**config.mk**
```make
export PLATFORM = sky130hd
export DESIGN_NAME = a1_scaler_sched
export DESIGN_NICKNAME = d
export VERILOG_FILES = /design/src/rtl/a1_scaler_pkg.sv /design/src/rtl/a1_tap_latch.sv /design/src/rtl/a1_scaler_sched.sv
export SDC_FILE = /design/constraint.sdc
export NUM_CORES = 1
export LEC_CHECK = 0
export ABC_AREA = 1
export CAP_MARGIN = 10
export CELL_PAD_IN_SITES_DETAIL_PLACEMENT = 0
export CELL_PAD_IN_SITES_GLOBAL_PLACEMENT = 1
export CORE_MARGIN = 2
export CORE_UTILIZATION = 35
export CTS_CLUSTER_DIAMETER = 120
export CTS_CLUSTER_SIZE = 24
export DETAILED_ROUTE_END_ITERATION = 8
export PLACE_DENSITY_LB_ADDON = 0.25
export SLEW_MARGIN = 15
export SYNTH_ARGS = -nofsm -noshare
export SYNTH_HDL_FRONTEND = slang
export SYNTH_SLANG_ARGS = --single-unit
```
**constraint.sdc**
```tcl
create_clock -name SIM_CLK -period 2.1 [get_ports SIM_CLK]
set_input_delay 0.42 -clock SIM_CLK [delete_from_list [all_inputs] [get_ports SIM_CLK]]
set_output_delay 0.42 -clock SIM_CLK [all_outputs]
set_load 0.05 [all_outputs]
```
**src/rtl/a1_scaler_pkg.sv**
```systemverilog
// Shared definitions for the A1 scaler request scheduler.
// Holds default sizing and the scheduler state encoding.
package a1_scaler_pkg;

   localparam int NREQ_DEF = 5;
   localparam int IDW_DEF  = 3;

   typedef enum logic {
      S_IDLE = 1'b0,
      S_BUSY = 1'b1
   } state_t;

endpackage

```
**src/rtl/a1_tap_latch.sv**
```systemverilog
// Per-tap edge capture with one pending slot and a sticky lost-event flag.
// Ports: clk, rst (sync, active-high), tap level, clr (grant done),
//        pending (request held), overflow (event dropped while pending).
module a1_tap_latch
   import a1_scaler_pkg::*;
(
   input  logic clk,
   input  logic rst,
   input  logic tap,
   input  logic clr,
   output logic pending,
   output logic overflow
);

   logic prev;
   logic rise;

   assign rise = tap & ~prev;

   always_ff @(posedge clk) begin
      if (rst) begin
         prev     <= 1'b0;
         pending  <= 1'b0;
         overflow <= 1'b0;
      end else begin
         prev <= tap;
         // An edge landing on the clearing cycle refills the slot
         // instead of counting as a lost event.
         pending <= rise | (pending & ~clr);
         if (rise & pending & ~clr)
            overflow <= 1'b1;
      end
   end

endmodule

```
**src/rtl/a1_scaler_sched.sv**
```systemverilog
// A1 scaler scheduler: captures tap edges, arbitrates, hands out one
// acknowledged request at a time and flags events lost to congestion.
// Ports: SIM_CLK, SIM_RST (sync, active-high), FS_TAP, ENABLE, SLOT,
//        GRANT_ACK in; REQ_VALID, REQ_ID, PENDING, OVERFLOW out.
// Build option: define SCALER_SCHED_RR_EN for round-robin selection;
// default is fixed priority, lowest pending index wins.
module a1_scaler_sched
   import a1_scaler_pkg::*;
#(
   parameter int NREQ = NREQ_DEF,
   parameter int IDW  = IDW_DEF
) (
   input  logic            SIM_CLK,
   input  logic            SIM_RST,
   input  logic [NREQ-1:0] FS_TAP,
   input  logic            ENABLE,
   input  logic            SLOT,
   input  logic            GRANT_ACK,
   output logic            REQ_VALID,
   output logic [IDW-1:0]  REQ_ID,
   output logic [NREQ-1:0] PENDING,
   output logic [NREQ-1:0] OVERFLOW
);

   state_t          state;
   logic [NREQ-1:0] clr;
   logic [IDW-1:0]  sel_id;
   logic            sel_hit;

`ifdef SCALER_SCHED_RR_EN
   logic [IDW-1:0]  last;
   int              rr_idx;
`endif

   for (genvar i = 0; i < NREQ; i++) begin : g_tap
      a1_tap_latch u_tap (
         .clk      (SIM_CLK),
         .rst      (SIM_RST),
         .tap      (FS_TAP[i]),
         .clr      (clr[i]),
         .pending  (PENDING[i]),
         .overflow (OVERFLOW[i])
      );
   end

   // Only the bit being served is released, and only on its ack.
   always_comb begin
      clr = '0;
      for (int i = 0; i < NREQ; i++)
         clr[i] = (state == S_BUSY) & GRANT_ACK
                  & (REQ_ID == IDW'(i));
   end

`ifdef SCALER_SCHED_RR_EN
   // Scan starts just past the last winner and wraps.
   always_comb begin
      sel_id  = '0;
      sel_hit = 1'b0;
      rr_idx  = 0;
      for (int k = 1; k <= NREQ; k++) begin
         rr_idx = (int'(last) + k) % NREQ;
         if (!sel_hit && PENDING[rr_idx]) begin
            sel_hit = 1'b1;
            sel_id  = IDW'(rr_idx);
         end
      end
   end
`else
   // Descending scan so the lowest set index is written last.
   always_comb begin
      sel_id  = '0;
      sel_hit = 1'b0;
      for (int i = NREQ - 1; i >= 0; i--) begin
         if (PENDING[i]) begin
            sel_hit = 1'b1;
            sel_id  = IDW'(i);
         end
      end
   end
`endif

   always_ff @(posedge SIM_CLK) begin
      if (SIM_RST) begin
         state     <= S_IDLE;
         REQ_VALID <= 1'b0;
         REQ_ID    <= '0;
`ifdef SCALER_SCHED_RR_EN
         last      <= '0;
`endif
      end else begin
         unique case (state)
            S_IDLE: begin
               if (SLOT && ENABLE && sel_hit) begin
                  state     <= S_BUSY;
                  REQ_VALID <= 1'b1;
                  REQ_ID    <= sel_id;
`ifdef SCALER_SCHED_RR_EN
                  last      <= sel_id;
`endif
               end
            end
            S_BUSY: begin
               // ENABLE and SLOT do not matter here; only the ack ends it.
               if (GRANT_ACK) begin
                  state     <= S_IDLE;
                  REQ_VALID <= 1'b0;
               end
            end
         endcase
      end
   end

endmodule
```
==> impl_metrics.csv, run 1 <==
group,metric,value,unit
outcome,status,"finished, final reports clean",
worst_setup_path,crit_chain,"clkdlybuf4s50_1",
worst_setup_path,cpPeakStageDelay,0.84,ns
timing,max_freq,0.501,GHz
power_and_ir_drop,p_int,0.541,mW
grt,grt_max_degree,13,
synthesis,synth_nets,123,
worst_setup_path,path_class,"reg -> out",
floorplanning,die_area,2950,sq um
route,route.vias.total,685,
cells_and_area,synthToLayoutAreaGrowth,24.3,%
floorplanning,ios,24,
timing,maxSlewHeadroom,0.667,
worst_setup_path,cp_data_required_time,1.68,ns
power_and_ir_drop,power_density,703,nW/um^2
clocking,root_buffer,"clkbuf_4",
clocking,post_cts_buffers,0,
route,dr.pass1.iters,3,
clocking,clockBufferDepth,2,
worst_setup_path,crit_path_max_fanout,5,
clocking,cts_resized,0,
timing,skew,0.000691,ns
floorplanning,fp-row-count,18,
grt,antenna_found_initial,0,
clocking,cts_sinks,20,
power_and_ir_drop,ir_drop,0.000373,V
synthesis,synth-seq-cells,20,
placed_design,place_inst,155,
placed_design,gp_congestion,0.836,
cells_and_area,antenna_cells,0,
cells_and_area,final_cell_count_no_fill,158,
cells_and_area,final_nets,140,
grt,grtUsageTotal,0.116,
synthesis,synthCells,113,
route,drtIter0Drc,6,
grt,grt.overflow.total,0,
worst_setup_path,cp.buffers_inverters,1,
clocking,clk_pin_slew,0.10,ns
floorplanning,start_util,0.365,
clocking,htreeDepth,1,
floorplanning,coreArea,2430,sq um
floorplanning,die_x,54.3,um
timing,rsz0062_at_grt,"no",
worst_hold_path,hold_class,"reg -> reg",
power_and_ir_drop,clkPwrFrac,0.217,
clocking,cts_buffers,3,
power_and_ir_drop,pwr-share-seq,0.546,
timing,tns,0,ns
synthesis,syn-cell-area,887,sq um
timing,hold_viol,0,
power_and_ir_drop,power_leakage,0.460,nW
clocking,clkLatencyLatePin,0.28,ns
route,ant_nets,0,
grt,grt_pass1_wl,2.44,mm
worst_setup_path,cp_data_arrival_time,1.58,ns
clocking,cts_tree,"built",
synthesis,avgSynthCellArea,7.85,sq um
synthesis,yosysSeqAreaShare,0.451,
route,wirelength,1.47,mm
power_and_ir_drop,power.switching,0.234,mW
timing,worst_pin_slew,0.498,ns
timing,drv_slew,0,
worst_setup_path,crit_family,"buffers and inverters",
cells_and_area,nFillCells,268,
worst_setup_path,cp-start-kind,"register",
timing,timing.final.crit_share,0.951,
route,drc,0,
placed_design,port_buffers,23,
floorplanning,dieHeight,54.3,um
grt,grt_pass1_vias,598,
worst_setup_path,crit_path_end_kind,"primary output",
power_and_ir_drop,switching_share,0.302,
synthesis,yosysWarnings,0,
power_and_ir_drop,combinationalPowerShare,0.237,
synthesis,synth_cell_types,20,
clocking,cts_hold_buf,0,
placed_design,dpl.hpwl,1.18,mm
route,wl_per_cell,9.32,um
worst_setup_path,critPathSlowestCell,"clkdlybuf4s50_1",
flow_run,max-cap-violations,0,
cells_and_area,drive_gt1_frac,0.117,
timing,final-setup-viol-count,0,
timing,fin_crit,2.00,ns
route,routed_via_density,4.34,
worst paths after layout:
| check | start | endpoint | depth (start not counted) | slack, ns |
|---|---|---|---|---|
| setup / recovery | g_tap[0].u_tap.pending | PENDING[0] | 1 | 0.10 |
| hold / removal | g_tap[4].u_tap.overflow | g_tap[4].u_tap.overflow | 2 | 0.45 |
| setup reg to reg | state | g_tap[1].u_tap.overflow | 5 | 1.13 |
| hold reg to reg | g_tap[4].u_tap.overflow | g_tap[4].u_tap.overflow | 2 | 0.45 |
per-layer routing:
metal / part of all wire / routed length [um] / global-route usage / vias up
met5: 0 / 0 / 0 / -
met4: 0.010 / 15 / 0.0625 / 0
met3: 0.060 / 89 / 0.0273 / 2
met2: 0.45 / 657 / 0.169 / 15
met1: 0.48 / 711 / 0.158 / 299
li1: - / - / - / 369
cell usage after synthesis, drive strengths merged:
cell	n	area (sq um)
o21ai	1	5.00
inv	19	71.3
a21oi	15	86.3
nand4	2	12.5
nor2	19	86.3
buf	12	85.1
nand3b	1	7.51
or2	4	25.0
nand2	12	55.1
nand3	7	40.0
nor3b	1	12.5
dfxtp	20	400
per-stage QoR:
step | area, sq um | worst slack [ns] | util | power [mW] | hold WS (ns)
2_1_floorplan | 887 | 0.923 | - | 0.572 | 0.430
3_3_place_gp | 1080 | 0.412 | 0.443 | 0.615 | 0.439
3_5_place_dp | 1080 | 0.412 | 0.443 | 0.617 | 0.442
4_1_cts | 1100 | 0.0705 | 0.452 | 0.790 | 0.457
5_1_grt | 1100 | 0.0165 | 0.453 | 0.827 | 0.484
6_report | 1100 | 0.103 | 0.453 | 0.775 | 0.453
kinds of logic after synthesis:
family / after synthesis / synth area share
AO/OA/AOI/OAI: 16 / 0.103
buffers and inverters: 31 / 0.176
flip-flops: 20 / 0.451
AND/OR/NAND/NOR: 46 / 0.269
power by group through the flow:
stage	registers, mW	clock network [mW]	logic (mW)
after global placement	0.431	0	0.184
final	0.423	0.168	0.183
after global routing	0.427	0.200	0.199
after CTS	0.424	0.181	0.185
after detailed placement	0.432	0	0.185
after floorplan	0.444	0	0.127
placed cells by master, fill, tap and decap left out:
cell             count
clkdlybuf4s50_1     22
nor2_4               2
nand3b_1             1
nand2_1             10
nand2_2              1
dfxtp_1             20
nand2_4              1
dlymetal6s2s_1       1
or2_0                3
nand3_1              6
nor2_1              17
buf_4                1
inv_2                1
clkbuf_4             3
a21oi_1             12
nand4_1              2
o21ai_0              1
nor3b_2              1
or2_2                1
a21oi_2              3
nand3_2              1
inv_1               18
flip-flops by register name, indices dropped and copies added, names as in the netlist:
register              flops
g_tap.u_tap.overflow      5
REQ_VALID                 1
g_tap.u_tap.pending       5
g_tap.u_tap.prev          5
state                     1
REQ_ID                    3
area by class of cell:
type / instances / area, sq um / share of cell area
Clock buffer: 3 / 22.5 / 0.0204
Multi-Input combinational cell: 62 / 330 / 0.300
Tap cell: 30 / 37.5 / 0.0341
Timing Repair Buffer: 24 / 240 / 0.218
Inverter: 19 / 71.3 / 0.0647
Sequential cell: 20 / 400 / 0.363
(Power assumes the default switching activity.)
==> run 2, diff against run 1 <==
--- a/config.mk
+++ b/config.mk
@@ -15,7 +15,9 @@
 export CTS_CLUSTER_SIZE = 24
 export DETAILED_ROUTE_END_ITERATION = 8
 export PLACE_DENSITY_LB_ADDON = 0.25
+export SKIP_LAST_GASP = 1
 export SLEW_MARGIN = 15
 export SYNTH_ARGS = -nofsm -noshare
 export SYNTH_HDL_FRONTEND = slang
+export SYNTH_HIERARCHICAL = 1
 export SYNTH_SLANG_ARGS = --single-unit
==> impl_metrics.csv, run 2 <==
group,metric,value,unit
outcome,status,"finished, final reports clean",
worst_setup_path,crit_path_end_kind,"primary output",
timing,max_freq,0.497,GHz
route,ant_nets,0,
grt,grt_pass1_vias,644,
worst_setup_path,crit_family,"buffers and inverters",
clocking,root_buffer,"clkbuf_4",
clocking,clockBufferDepth,2,
cells_and_area,utilization,0.492,
placed_design,port_buffers,23,
synthesis,synth_nets,113,
synthesis,synth_top_area_share,0.453,
grt,grt.overflow.total,0,
worst_setup_path,cp_data_arrival_time,1.59,ns
floorplanning,die_area,2940,sq um
placed_design,place_inst,157,
clocking,cts_tree,"built",
timing,tns,0,ns
power_and_ir_drop,power_density,709,nW/um^2
floorplanning,dieHeight,54.2,um
clocking,cts_sinks,20,
worst_setup_path,crit_path_max_fanout,4,
route,drc,0,
grt,antenna_found_initial,0,
clocking,cts_buffers,3,
timing,timing.final.crit_share,0.959,
floorplanning,die_x,54.2,um
clocking,htreeDepth,1,
worst_setup_path,path_class,"reg -> out",
synthesis,synth-seq-cells,20,
synthesis,avgSynthCellArea,8.58,sq um
cells_and_area,antenna_cells,0,
synthesis,yosysWarnings,6,
clocking,clkLatencyLatePin,0.30,ns
cells_and_area,layout_commonest_cell,"clkdlybuf4s50_1",
synthesis,yosysSeqAreaShare,0.453,
clocking,post_cts_buffers,0,
cells_and_area,nFillCells,242,
synthesis,synth_cell_types,21,
cells_and_area,final_nets,142,
synthesis,synthArstFlopShare,0,
synthesis,synth_area_leader_cell,"dfxtp_1",
cells_and_area,synthToLayoutAreaGrowth,35.6,%
timing,fin_crit,2.01,ns
synthesis,synth_flop_cell,"dfxtp_1",
timing,hold_slack,0.464,ns
cells_and_area,ff_latch_area,400,sq um
timing,rsz0062_at_grt,"no",
cells_and_area,final_cell_mix,"clkdlybuf4s50_1, inv_1, dfxtp_1, nand2_1, nor2_2",
timing,drv_slew,0,
worst_setup_path,cp-start-kind,"register",
grt,grt_pass1_wl,2.70,mm
floorplanning,coreArea,2430,sq um
cells_and_area,final_cell_count_no_fill,161,
worst_setup_path,cp_data_required_time,1.68,ns
floorplanning,start_util,0.363,
power_and_ir_drop,ir_drop,0.000437,V
cells_and_area,drive_gt1_frac,0.282,
synthesis,ys_top_cells_by_area,"dfxtp_1, inv_1, nor2_2",
timing,hold_viol,0,
timing,maxSlewHeadroom,0.666,
synthesis,synth.most_common_cell,"inv_1",
placed_design,gp_congestion,0.731,
power_and_ir_drop,power_leakage,0.486,nW
worst_setup_path,cpPeakStageDelay,0.85,ns
placed_design,dpl.hpwl,1.22,mm
timing,worst_pin_slew,0.500,ns
route,wl_per_cell,9.91,um
synthesis,syn-cell-area,883,sq um
route,drtIter0Drc,4,
floorplanning,fp-row-count,18,
clocking,clk_pin_slew,0.11,ns
worst_hold_path,hold_class,"reg -> reg",
route,dr.pass1.iters,3,
worst_setup_path,cp.buffers_inverters,1,
synthesis,yosys-top-cells-count,"inv_1, dfxtp_1, nand2_1",
clocking,cts_hold_buf,0,
worst_setup_path,critPathSlowestCell,"clkdlybuf4s50_1",
worst_setup_path,crit_chain,"clkdlybuf4s50_1",
timing,final-setup-viol-count,0,
route,wirelength,1.60,mm
route,routed_via_density,4.34,
worst_setup_path,r2r_setup_slack,0.81,ns
grt,grt_max_degree,21,
synthesis,synth-edff-count,0,
timing,skew,0.00169,ns
synthesis,synthCells,103,
flow_run,max-cap-violations,0,
route,route.vias.total,698,
grt,grtUsageTotal,0.133,
cells_and_area,multiInputGateArea,384,sq um
cells_and_area,reg_top3,"g_tap.u_tap/overflow (5), g_tap.u_tap/pending (5), g_tap.u_tap/prev (5)",
floorplanning,ios,24,
run 2: cell count changes after synthesis, sizes merged:
cell | before | now
or2 | 4 | 1
nand3 | 7 | 3
nor4 | 0 | 5
inv | 19 | 24
o21ba | 0 | 5
nand2 | 12 | 13
clkinv | 0 | 1
buf | 12 | 0
nor2 | 19 | 18
a21oi | 15 | 10
nand4 | 2 | 0
run 2: timing repair:
action,CTS,global route
endpoints found under the hold margin,0,0
setup endpoints to repair,0,1
gates resized for setup,0,1
run 2: final cells by class:
class,instances,area share
flip-flops and latches,20,0.334
inverters,25,0.0825
clock buffers,4,0.0303
well taps,30,0.0313
repair buffers,24,0.201
multi-input cells,58,0.321
run 2: metal layers:
layer,global-route usage,share of wire,vias up,wire length (um)
met5,0,0,-,0
met4,0.0750,0.013,0,20
met3,0.0328,0.041,2,65
met2,0.213,0.50,12,799
met1,0.161,0.44,311,709
li1,-,-,373,-
run 2: path summary, 6_finish.rpt:
kind                                                 to  depth (start not counted)                    start
worst max-delay path                         PENDING[2]                          1   g_tap[2].u_tap/pending
worst min-delay path            g_tap[4].u_tap/overflow                          2  g_tap[4].u_tap/overflow
worst max register to register   g_tap[3].u_tap/pending                          4                REQ_ID[1]
worst min register to register  g_tap[4].u_tap/overflow                          2  g_tap[4].u_tap/overflow
run 2: metrics by stage:
stage | setup WS (ns) | total power [mW] | area (sq um)
after floorplan | 0.621 | 0.567 | 883
after global placement | 0.319 | 0.636 | 1160
after detailed placement | 0.302 | 0.639 | 1160
after CTS | 0.0478 | 0.870 | 1190
after global routing | 0.0120 | 0.902 | 1200
final | 0.0864 | 0.849 | 1200
run 2: cell families (layout without fill, tap and decap cells):
kind of cell    Yosys count  in the layout  synth area share
compound gates           16             16             0.144
simple gates             42             42             0.290
buf+inv                  25             53             0.112
flops                    20             20             0.453
run 2: where the power goes:
part	internal [mW]	total [mW]	leakage (nW)	switching [mW]
registers	0.404	0.425	0.165	0.0214
clock network	0.106	0.221	0.0210	0.116
logic	0.0804	0.203	0.300	0.122
total	0.590	0.849	0.486	0.260
